## src/rtl/alu_sched.sv

```systemverilog
// alu_sched: arbitrates two requesters onto one shared combinational ALU.
// An operation is granted from IDLE, held in EXEC for a fixed wait that
// depends on the function code, and its results are captured on the last
// EXEC edge. The one-cycle DONE state carries the completion pulse.
// MULT (5'h1E) and DIV (5'h1F) also update the HI/LO registers.

module alu_sched #(
    parameter int ALU_WAIT = 1,
    parameter int MD_WAIT  = 4
) (
    input  logic        clk,
    input  logic        reset,
    input  logic        req0,
    input  logic        req1,
    input  logic [31:0] s0,
    input  logic [31:0] t0,
    input  logic [31:0] s1,
    input  logic [31:0] t1,
    input  logic [4:0]  fs0,
    input  logic [4:0]  fs1,
    output logic        gnt0,
    output logic        gnt1,
    output logic [31:0] alu_s,
    output logic [31:0] alu_t,
    output logic [4:0]  alu_fs,
    input  logic [31:0] alu_yhi,
    input  logic [31:0] alu_ylo,
    input  logic        alu_n,
    input  logic        alu_z,
    input  logic        alu_c,
    input  logic        alu_v,
    output logic [31:0] y_hi,
    output logic [31:0] y_lo,
    output logic        n,
    output logic        z,
    output logic        c,
    output logic        v,
    output logic [31:0] hi_reg,
    output logic [31:0] lo_reg,
    output logic        done,
    output logic        done_id,
    output logic        busy
);

    typedef enum logic [1:0] {
        ST_IDLE = 2'd0,
        ST_EXEC = 2'd1,
        ST_DONE = 2'd2
    } state_t;

    // The counter holds "remaining EXEC cycles minus one", so it is loaded
    // with wait-1 and the capture happens when it reads zero.
    localparam logic [3:0] ALU_CNT = 4'(ALU_WAIT - 1);
    localparam logic [3:0] MD_CNT  = 4'(MD_WAIT - 1);
    localparam logic [4:0] FS_MULT = 5'h1E;
    localparam logic [4:0] FS_DIV  = 5'h1F;

    // Multi-cycle MULT/DIV codes use the long wait and write HI/LO.
    function automatic logic is_md(input logic [4:0] fs);
        return (fs == FS_MULT) || (fs == FS_DIV);
    endfunction

    state_t      state_r;
    state_t      state_nxt_s;
    logic [3:0]  cnt_r;
    logic        lp_r;

    logic        req_any_s;
    logic        grant_id_s;
    logic [31:0] sel_s_s;
    logic [31:0] sel_t_s;
    logic [4:0]  sel_fs_s;

    logic        launch_s;
    logic        capture_s;
    logic        gnt0_nxt_s;
    logic        gnt1_nxt_s;
    logic        busy_nxt_s;
    logic        md_cur_s;

    // Arbitration: a lone request wins; on a tie the requester that was not
    // served last wins. The winner's operands are muxed for latching.
    always_comb begin
        req_any_s = req0 | req1;
        if (req0 && req1) begin
            grant_id_s = ~lp_r;
        end else if (req0) begin
            grant_id_s = 1'b0;
        end else begin
            grant_id_s = 1'b1;
        end
        if (grant_id_s) begin
            sel_s_s  = s1;
            sel_t_s  = t1;
            sel_fs_s = fs1;
        end else begin
            sel_s_s  = s0;
            sel_t_s  = t0;
            sel_fs_s = fs0;
        end
    end

    // State register.
    always_ff @(posedge clk or negedge reset) begin
        if (!reset) begin
            state_r <= ST_IDLE;
        end else begin
            state_r <= state_nxt_s;
        end
    end

    // Next-state logic.
    always_comb begin
        state_nxt_s = state_r;
        case (state_r)
            ST_IDLE: begin
                if (req_any_s) begin
                    state_nxt_s = ST_EXEC;
                end else begin
                    state_nxt_s = ST_IDLE;
                end
            end
            ST_EXEC: begin
                if (cnt_r == 4'd0) begin
                    state_nxt_s = ST_DONE;
                end else begin
                    state_nxt_s = ST_EXEC;
                end
            end
            ST_DONE: begin
                state_nxt_s = ST_IDLE;
            end
            default: begin
                state_nxt_s = ST_IDLE;
            end
        endcase
    end

    // Output decode: strobes for launch/capture and next values of the
    // registered handshake outputs.
    always_comb begin
        launch_s   = 1'b0;
        capture_s  = 1'b0;
        gnt0_nxt_s = 1'b0;
        gnt1_nxt_s = 1'b0;
        case (state_r)
            ST_IDLE: begin
                if (req_any_s) begin
                    launch_s   = 1'b1;
                    gnt0_nxt_s = ~grant_id_s;
                    gnt1_nxt_s = grant_id_s;
                end else begin
                    launch_s   = 1'b0;
                end
            end
            ST_EXEC: begin
                if (cnt_r == 4'd0) begin
                    capture_s = 1'b1;
                end else begin
                    capture_s = 1'b0;
                end
            end
            ST_DONE: begin
                capture_s = 1'b0;
            end
            default: begin
                capture_s = 1'b0;
            end
        endcase
        busy_nxt_s = (state_nxt_s != ST_IDLE);
        md_cur_s   = is_md(alu_fs);
    end

    // Handshake outputs, wait counter and last-served pointer.
    always_ff @(posedge clk or negedge reset) begin
        if (!reset) begin
            gnt0    <= 1'b0;
            gnt1    <= 1'b0;
            done    <= 1'b0;
            done_id <= 1'b0;
            busy    <= 1'b0;
            cnt_r   <= 4'd0;
            lp_r    <= 1'b1;
        end else begin
            gnt0 <= gnt0_nxt_s;
            gnt1 <= gnt1_nxt_s;
            done <= capture_s;
            busy <= busy_nxt_s;
            if (launch_s) begin
                lp_r  <= grant_id_s;
                cnt_r <= is_md(sel_fs_s) ? MD_CNT : ALU_CNT;
            end else if ((state_r == ST_EXEC) && (cnt_r != 4'd0)) begin
                cnt_r <= cnt_r - 4'd1;
            end
            if (capture_s) begin
                done_id <= lp_r;
            end
        end
    end

    // Operand registers feeding the shared ALU; they hold between operations.
    always_ff @(posedge clk or negedge reset) begin
        if (!reset) begin
            alu_s  <= 32'd0;
            alu_t  <= 32'd0;
            alu_fs <= 5'd0;
        end else if (launch_s) begin
            alu_s  <= sel_s_s;
            alu_t  <= sel_t_s;
            alu_fs <= sel_fs_s;
        end
    end

    // Result capture on the last EXEC edge. The ALU leaves C/V undefined for
    // MULT/DIV, so they are forced low there; only MULT/DIV write HI/LO.
    always_ff @(posedge clk or negedge reset) begin
        if (!reset) begin
            y_hi   <= 32'd0;
            y_lo   <= 32'd0;
            n      <= 1'b0;
            z      <= 1'b0;
            c      <= 1'b0;
            v      <= 1'b0;
            hi_reg <= 32'd0;
            lo_reg <= 32'd0;
        end else if (capture_s) begin
            y_hi <= alu_yhi;
            y_lo <= alu_ylo;
            n    <= alu_n;
            z    <= alu_z;
            if (md_cur_s) begin
                c      <= 1'b0;
                v      <= 1'b0;
                hi_reg <= alu_yhi;
                lo_reg <= alu_ylo;
            end else begin
                c <= alu_c;
                v <= alu_v;
            end
        end
    end

endmodule

```

## config.mk

```make
export PLATFORM = sky130hd
export DESIGN_NAME = alu_sched
export DESIGN_NICKNAME = d
export VERILOG_FILES = /design/src/rtl/alu_sched.sv
export SDC_FILE = /design/constraint.sdc
export NUM_CORES = 1
export LEC_CHECK = 0
export ABC_AREA = 1
export CAP_MARGIN = 20
export CELL_PAD_IN_SITES_DETAIL_PLACEMENT = 0
export CELL_PAD_IN_SITES_GLOBAL_PLACEMENT = 1
export CORE_AREA = 2 2 163 165
export DETAILED_ROUTE_END_ITERATION = 6
export DIE_AREA = 0 0 165 167
export DONT_BUFFER_PORTS = 1
export PLACE_DENSITY_LB_ADDON = 0.15
export SYNTH_ARGS = -nofsm -noshare
export SYNTH_HDL_FRONTEND = slang
export SYNTH_SLANG_ARGS = --single-unit
```

## constraint.sdc

```tcl
create_clock -name clk -period 3.1 [get_ports clk]
set_clock_uncertainty 0.1 [all_clocks]
set_input_delay 0.465 -clock clk [delete_from_list [all_inputs] [get_ports clk]]
set_output_delay 0.465 -clock clk [all_outputs]
set_load 0.01 [all_outputs]
```

== Yosys cells after proc, flatten, opt, wreduce, memory -nomap -nowiden ==
Cells that the tools add are included.

* Input bits: 210
* Bits in registers: 213
* Logic and storage cells: 59
* Output and inout port bits: 206

* Bitwise operators: 3
* Reduce and logical (&&, ||, !) cells: 10
* Muxes and demuxes: 21
* Equal/unequal tests: 5
* $add $sub $neg: 1

{| class="wikitable"
|+ Operators by type and width
! operator !! count
|-
| $mux W32 || 2
|-
| $eq A5 B5 Y1 const B || 4
|-
| $mux W1 || 13
|-
| $mux W4 || 2
|-
| $mux W5 || 1
|-
| $logic_not A4 Y1 || 1
|-
| $mux W2 || 2
|-
| $pmux W2 S2 || 1
|-
| $reduce_bool A2 Y1 || 2
|-
| $reduce_bool A4 Y1 || 1
|-
| $sub A4 B1 Y4 const B || 1
|-
| $eq A2 B1 Y1 const B || 1
|-
| $logic_and A1 B1 Y1 || 2
|-
| $logic_not A2 Y1 || 1
|-
| $logic_or A1 B1 Y1 || 2
|-
| $not A1 Y1 || 2
|-
| $reduce_and A2 Y1 || 1
|-
| $or A1 B1 Y1 || 1
|}

== Depth between registers and ports, before layout ==
* Word-level depth: 7
* Gate-level depth with buffers: 9

== Worst setup path after synthesis ==
OpenSTA, ideal clock, no wires.

* Kind: reg-to-reg
* Start point: reg cnt_r[0]
* End point: reg hi_reg[25]
* Period minus slack after synthesis: 1495 ps
* Cell stages (with the launch flop): 10
* Setup slack: 1605 ps
* Required time: 2879 ps
* Arrival time: 1275 ps
* Cell sequence: dfrtp_1 > inv_1 > ha_1 > nand3_2 > inv_2 > nand2_1 > buf_2 > buf_2 > nand2_1 > o21ai_1

* Word-level cells in the longest chain between the ends: 4

{| class="wikitable"
|+ Ends and longest elaborated chain
! element !! RTL line !! RTL
|-
| start, declared || 65 || <nowiki>logic [3:0] cnt_r;</nowiki>
|-
| start signal, assigned || 191 || <nowiki>cnt_r <= is_md(sel_fs_s) ? MD_CNT : ALU_CNT;</nowiki>
|-
| start signal, assigned || 193 || <nowiki>cnt_r <= cnt_r - 4'd1;</nowiki>
|-
| $logic_not A4 Y1 || 157 || <nowiki>if (cnt_r == 4'd0) begin</nowiki>
|-
| $mux W1 || 157 ||
|-
| $mux W1 || 146 || <nowiki>case (state_r)</nowiki>
|-
| net capture_s || 75 || <nowiki>logic capture_s;</nowiki>
|-
| $reduce_and A2 Y1 (no line) || -- ||
|-
| end signal, assigned || 234 || <nowiki>hi_reg <= alu_yhi;</nowiki>
|-
| end, declared || 38 || <nowiki>output logic [31:0] hi_reg,</nowiki>
|}

The timed path passes the listed nets, and every way through them passes these cells.
A chain may end at the register's enable or synchronous reset.

== Worst setup path after layout ==
* Start point: reg lp_r
* End point: reg alu_s[22]

* Word-level cells in the longest chain between the ends: 3

{| class="wikitable"
|+ Ends and longest elaborated chain
! element !! RTL line !! RTL
|-
| start, declared || 66 || <nowiki>logic lp_r;</nowiki>
|-
| start signal, assigned || 190 || <nowiki>lp_r <= grant_id_s;</nowiki>
|-
| $not A1 Y1 || 86 || <nowiki>grant_id_s = ~lp_r;</nowiki>
|-
| $mux W1 || 85 || <nowiki>if (req0 && req1) begin</nowiki>
|-
| $mux W32 || 92 || <nowiki>if (grant_id_s) begin</nowiki>
|-
| end signal, assigned || 208 || <nowiki>alu_s <= sel_s_s;</nowiki>
|-
| end, declared || 23 || <nowiki>output logic [31:0] alu_s,</nowiki>
|}

Every way passes these cells.

==> flow_summary_export.csv <==
group,metric,value,unit
yosys,postSynthAreaPerCell,9.07,um2
setup_path,critical_path_required,3.45,ns
yosys,synth_area_leaders,"dfrtp_1 (62%), nand2_1 (9.8%), o21ai_0 (9.0%)",
setup_path,reg2reg_slack,0.97,ns
timing,worst_slew_pin_slew,0.642,ns
routing,antenna_left,0,
floorplan,dieArea,27600,um2
cts,cts_buffers,26,
yosys,ys.flop_type,"dfrtp_1",
setup_path,r2r-end,"alu_s[22]",
cts,cts_setup_buffers,0,
pwr,power.density,1060,nW/um2
setup_path,crit_type,"reg -> reg",
yosys,ys.warnings.count,0,
cts,ctsHoldBuffers,102,
yosys,synthTopCellsByCount,"nand2_1 (223), dfrtp_1 (212), o21ai_0 (153), o21ai_1 (116), inv_1 (78)",
pwr,p_sw_share,37.3,%
timing,fmax,469,MHz
timing,tns,0,ns
setup_path,slowest_stage,"dfstp_2",
setup_path,crit_family,"buffers and inverters",
yosys,ys_seq_area_share,62.6,%
timing,drv_slew,0,
job,cap_violations,0,
placed_design,port_buffers,0,
cts,cts-root-buf,"clkbuf_16",
timing,period_minus_slack,2.13,ns
floorplan,core_area,25800,um2
routing,vias,6535,
pwr,seqPwrFrac,49.7,%
pwr,vdd_drop_max,0.492,mV
routing,drt_iter0_drc,470,
cts,cts_tree,"yes",
routing,drc_errors,0,
global_routing,grt_remaining_overflow,0,
setup_path,r2r_cells,7,
global_routing,grt_pass1_vias,6759,
yosys,synth_seq_cells,213,
pwr,p_int,0.00713,W
floorplan,io_pins,416,
routing,wl,25200,um
cts,clk_latency,0.51,ns
run_status,status,"finished with violations",
global_routing,grt_max_degree,214,
yosys,ys_types,22,
setup_path,critPathLaunchType,"flip-flop",
run_status,violations,"hold timing",
cts,cts-resized-gates,0,
timing,finalSetupViolCount,0,
yosys,synth_top_area_share,62.3,%
cts,cts_buffer_depth,3,
pwr,p_sw,0.00425,W
finish,drive_gt1_share,5.87,%
floorplan,fp.dieH,167,um
cts,cts.sink_count,213,
setup_path,max_stage_delay,0.51,ns
floorplan,start_util,33.1,%
finish,area_delta_synth_final,26.3,%
timing,rsz0062_at_grt,"false",
pwr,p_leak,5.19,nW
pwr,comb_power_share,20.7,%
yosys,synth_top_area_cell,"dfrtp_1",
floorplan,rows,59,
placed_design,place.gp.congestion,0.766,
routing,wl_per_cell,18.3,um
yosys,yosysMostFrequentCell,"nand2_1",
pwr,total_power,0.0114,W
global_routing,grt_use_total,17.7,%
global_routing,grt_pass1_wl,38500,um
floorplan,die_x,165,um
timing,min_period_over_period,68.7,%
yosys,synth_fp_nets,1151,
finish,nets,1231,
hold_path,hp-class,"in -> async",
setup_path,crit_chain,"inv_1, nand2_2, nand2_2, inv_1, buf_4, o21ai_0, o21ai_1",
timing,hold_violations,213,
pwr,p_clk_share,29.6,%
setup_path,cp-end-kind,"flip-flop",
cts,cts.clk_slew.worst_paths,0.06,ns
global_routing,antenna_found_initial,2,
routing,routed_via_density,4.75,
yosys,synth_area,8520,um2
setup_path,worstReg2RegStart,"lp_r",
setup_path,critical_path_peak_fanout,66,
timing,whs,-0.461,ns
yosys,synthArstFlopShare,100,%
yosys,synth_edf_count,0,
setup_path,cp.arrival,2.48,ns
placed_design,hpwl,16600,um
setup_path,path_buf_inv,3,
timing,slew_headroom,57.2,%
routing,dr.pass1.iters,4,
cts,ctsHtreeMaxLevel,1,
yosys,synth_cells,939,
## worst max path at each step
stage | startpoint | to | slack [ns] | cells past startpoint
final | lp_r | alu_s[22] | 0.97 | 7
after global routing | lp_r | alu_t[29] | 0.73 | 7
after CTS | lp_r | alu_t[27] | 0.98 | 7
after detailed placement | lp_r | alu_t[26] | 0.97 | 7
after global placement | lp_r | lp_r | 1.02 | 7
after floorplan | cnt_r[0] | hi_reg[25] | 1.60 | 9
## placed cells by master, fill, tap and decap left out
cell,n
a21oi_1,4
nand2_1,222
nor2_1,77
inv_8,1
dfstp_2,1
inv_1,78
o21bai_1,1
dlygate4sd3_1,102
clkbuf_16,27
clkbuf_1,4
o21ai_0,153
buf_4,6
dfrtp_1,212
buf_12,2
clkinv_2,6
nand2_2,2
nor2_2,1
diode_2,2
bufinv_16,6
ha_1,2
nand3_1,4
nand2_4,1
o21ai_1,116
nor2_4,1
nand3b_1,3
clkbuf_8,4
inv_2,2
nand3_4,1
## power by group through the flow
stage | combinational, W | clock, W | sequential, W
3_5_place_dp | 0.00231 | 0 | 0.00573
3_3_place_gp | 0.00224 | 0 | 0.00575
2_1_floorplan | 0.00188 | 0 | 0.00525
6_report | 0.00236 | 0.00337 | 0.00566
4_1_cts | 0.00240 | 0.00348 | 0.00570
5_1_grt | 0.00284 | 0.00361 | 0.00584
## layer usage
| layer | part of all wire (%) | global-route usage, % | vias up |
|---|---|---|---|
| li1 | - | - | 3176 |
| met3 | 12 | 6.77 | 43 |
| met1 | 38 | 20.6 | 3019 |
| met4 | 2.7 | 5.56 | 0 |
| met5 | 0 | 0 | - |
| met2 | 48 | 29.9 | 297 |
## metrics by stage
stage / area (um2) / utilization [%] / worst slack (ns) / instances / hold WS (ns)
5_1_grt: 10800 / 41.7 / 0.730 / 1376 / -0.496
3_5_place_dp: 8760 / 34.0 / 0.971 / 1224 / 0.0742
6_report: 10800 / 41.7 / 0.970 / 1376 / -0.461
4_1_cts: 10700 / 41.7 / 0.981 / 1374 / -0.492
2_1_floorplan: 8520 / - / 1.60 / 939 / 0.0694
3_3_place_gp: 8760 / 34.0 / 1.02 / 1224 / 0.0741
## area by class of cell
| cell class | count | area [um2] |
|---|---|---|
| inverters | 80 | 300 |
| well taps | 335 | 419 |
| multi-input cells | 588 | 2620 |
| diodes | 2 | 5.00 |
| clock buffers | 35 | 746 |
| repair buffers | 110 | 1110 |
| clock inverters | 13 | 221 |
| fillers | 2605 | 15000 |
| flip-flops and latches | 213 | 5330 |
## logic make-up after synthesis
family | Yosys count | synth area share [%]
AOI/OAI and AO/OA | 274 | 16.1
adders and majority gates | 2 | 0.294
buffers and inverters | 138 | 6.77
DFF | 213 | 62.6
and+or+nand+nor | 312 | 14.2
(Power assumes the default switching activity.)
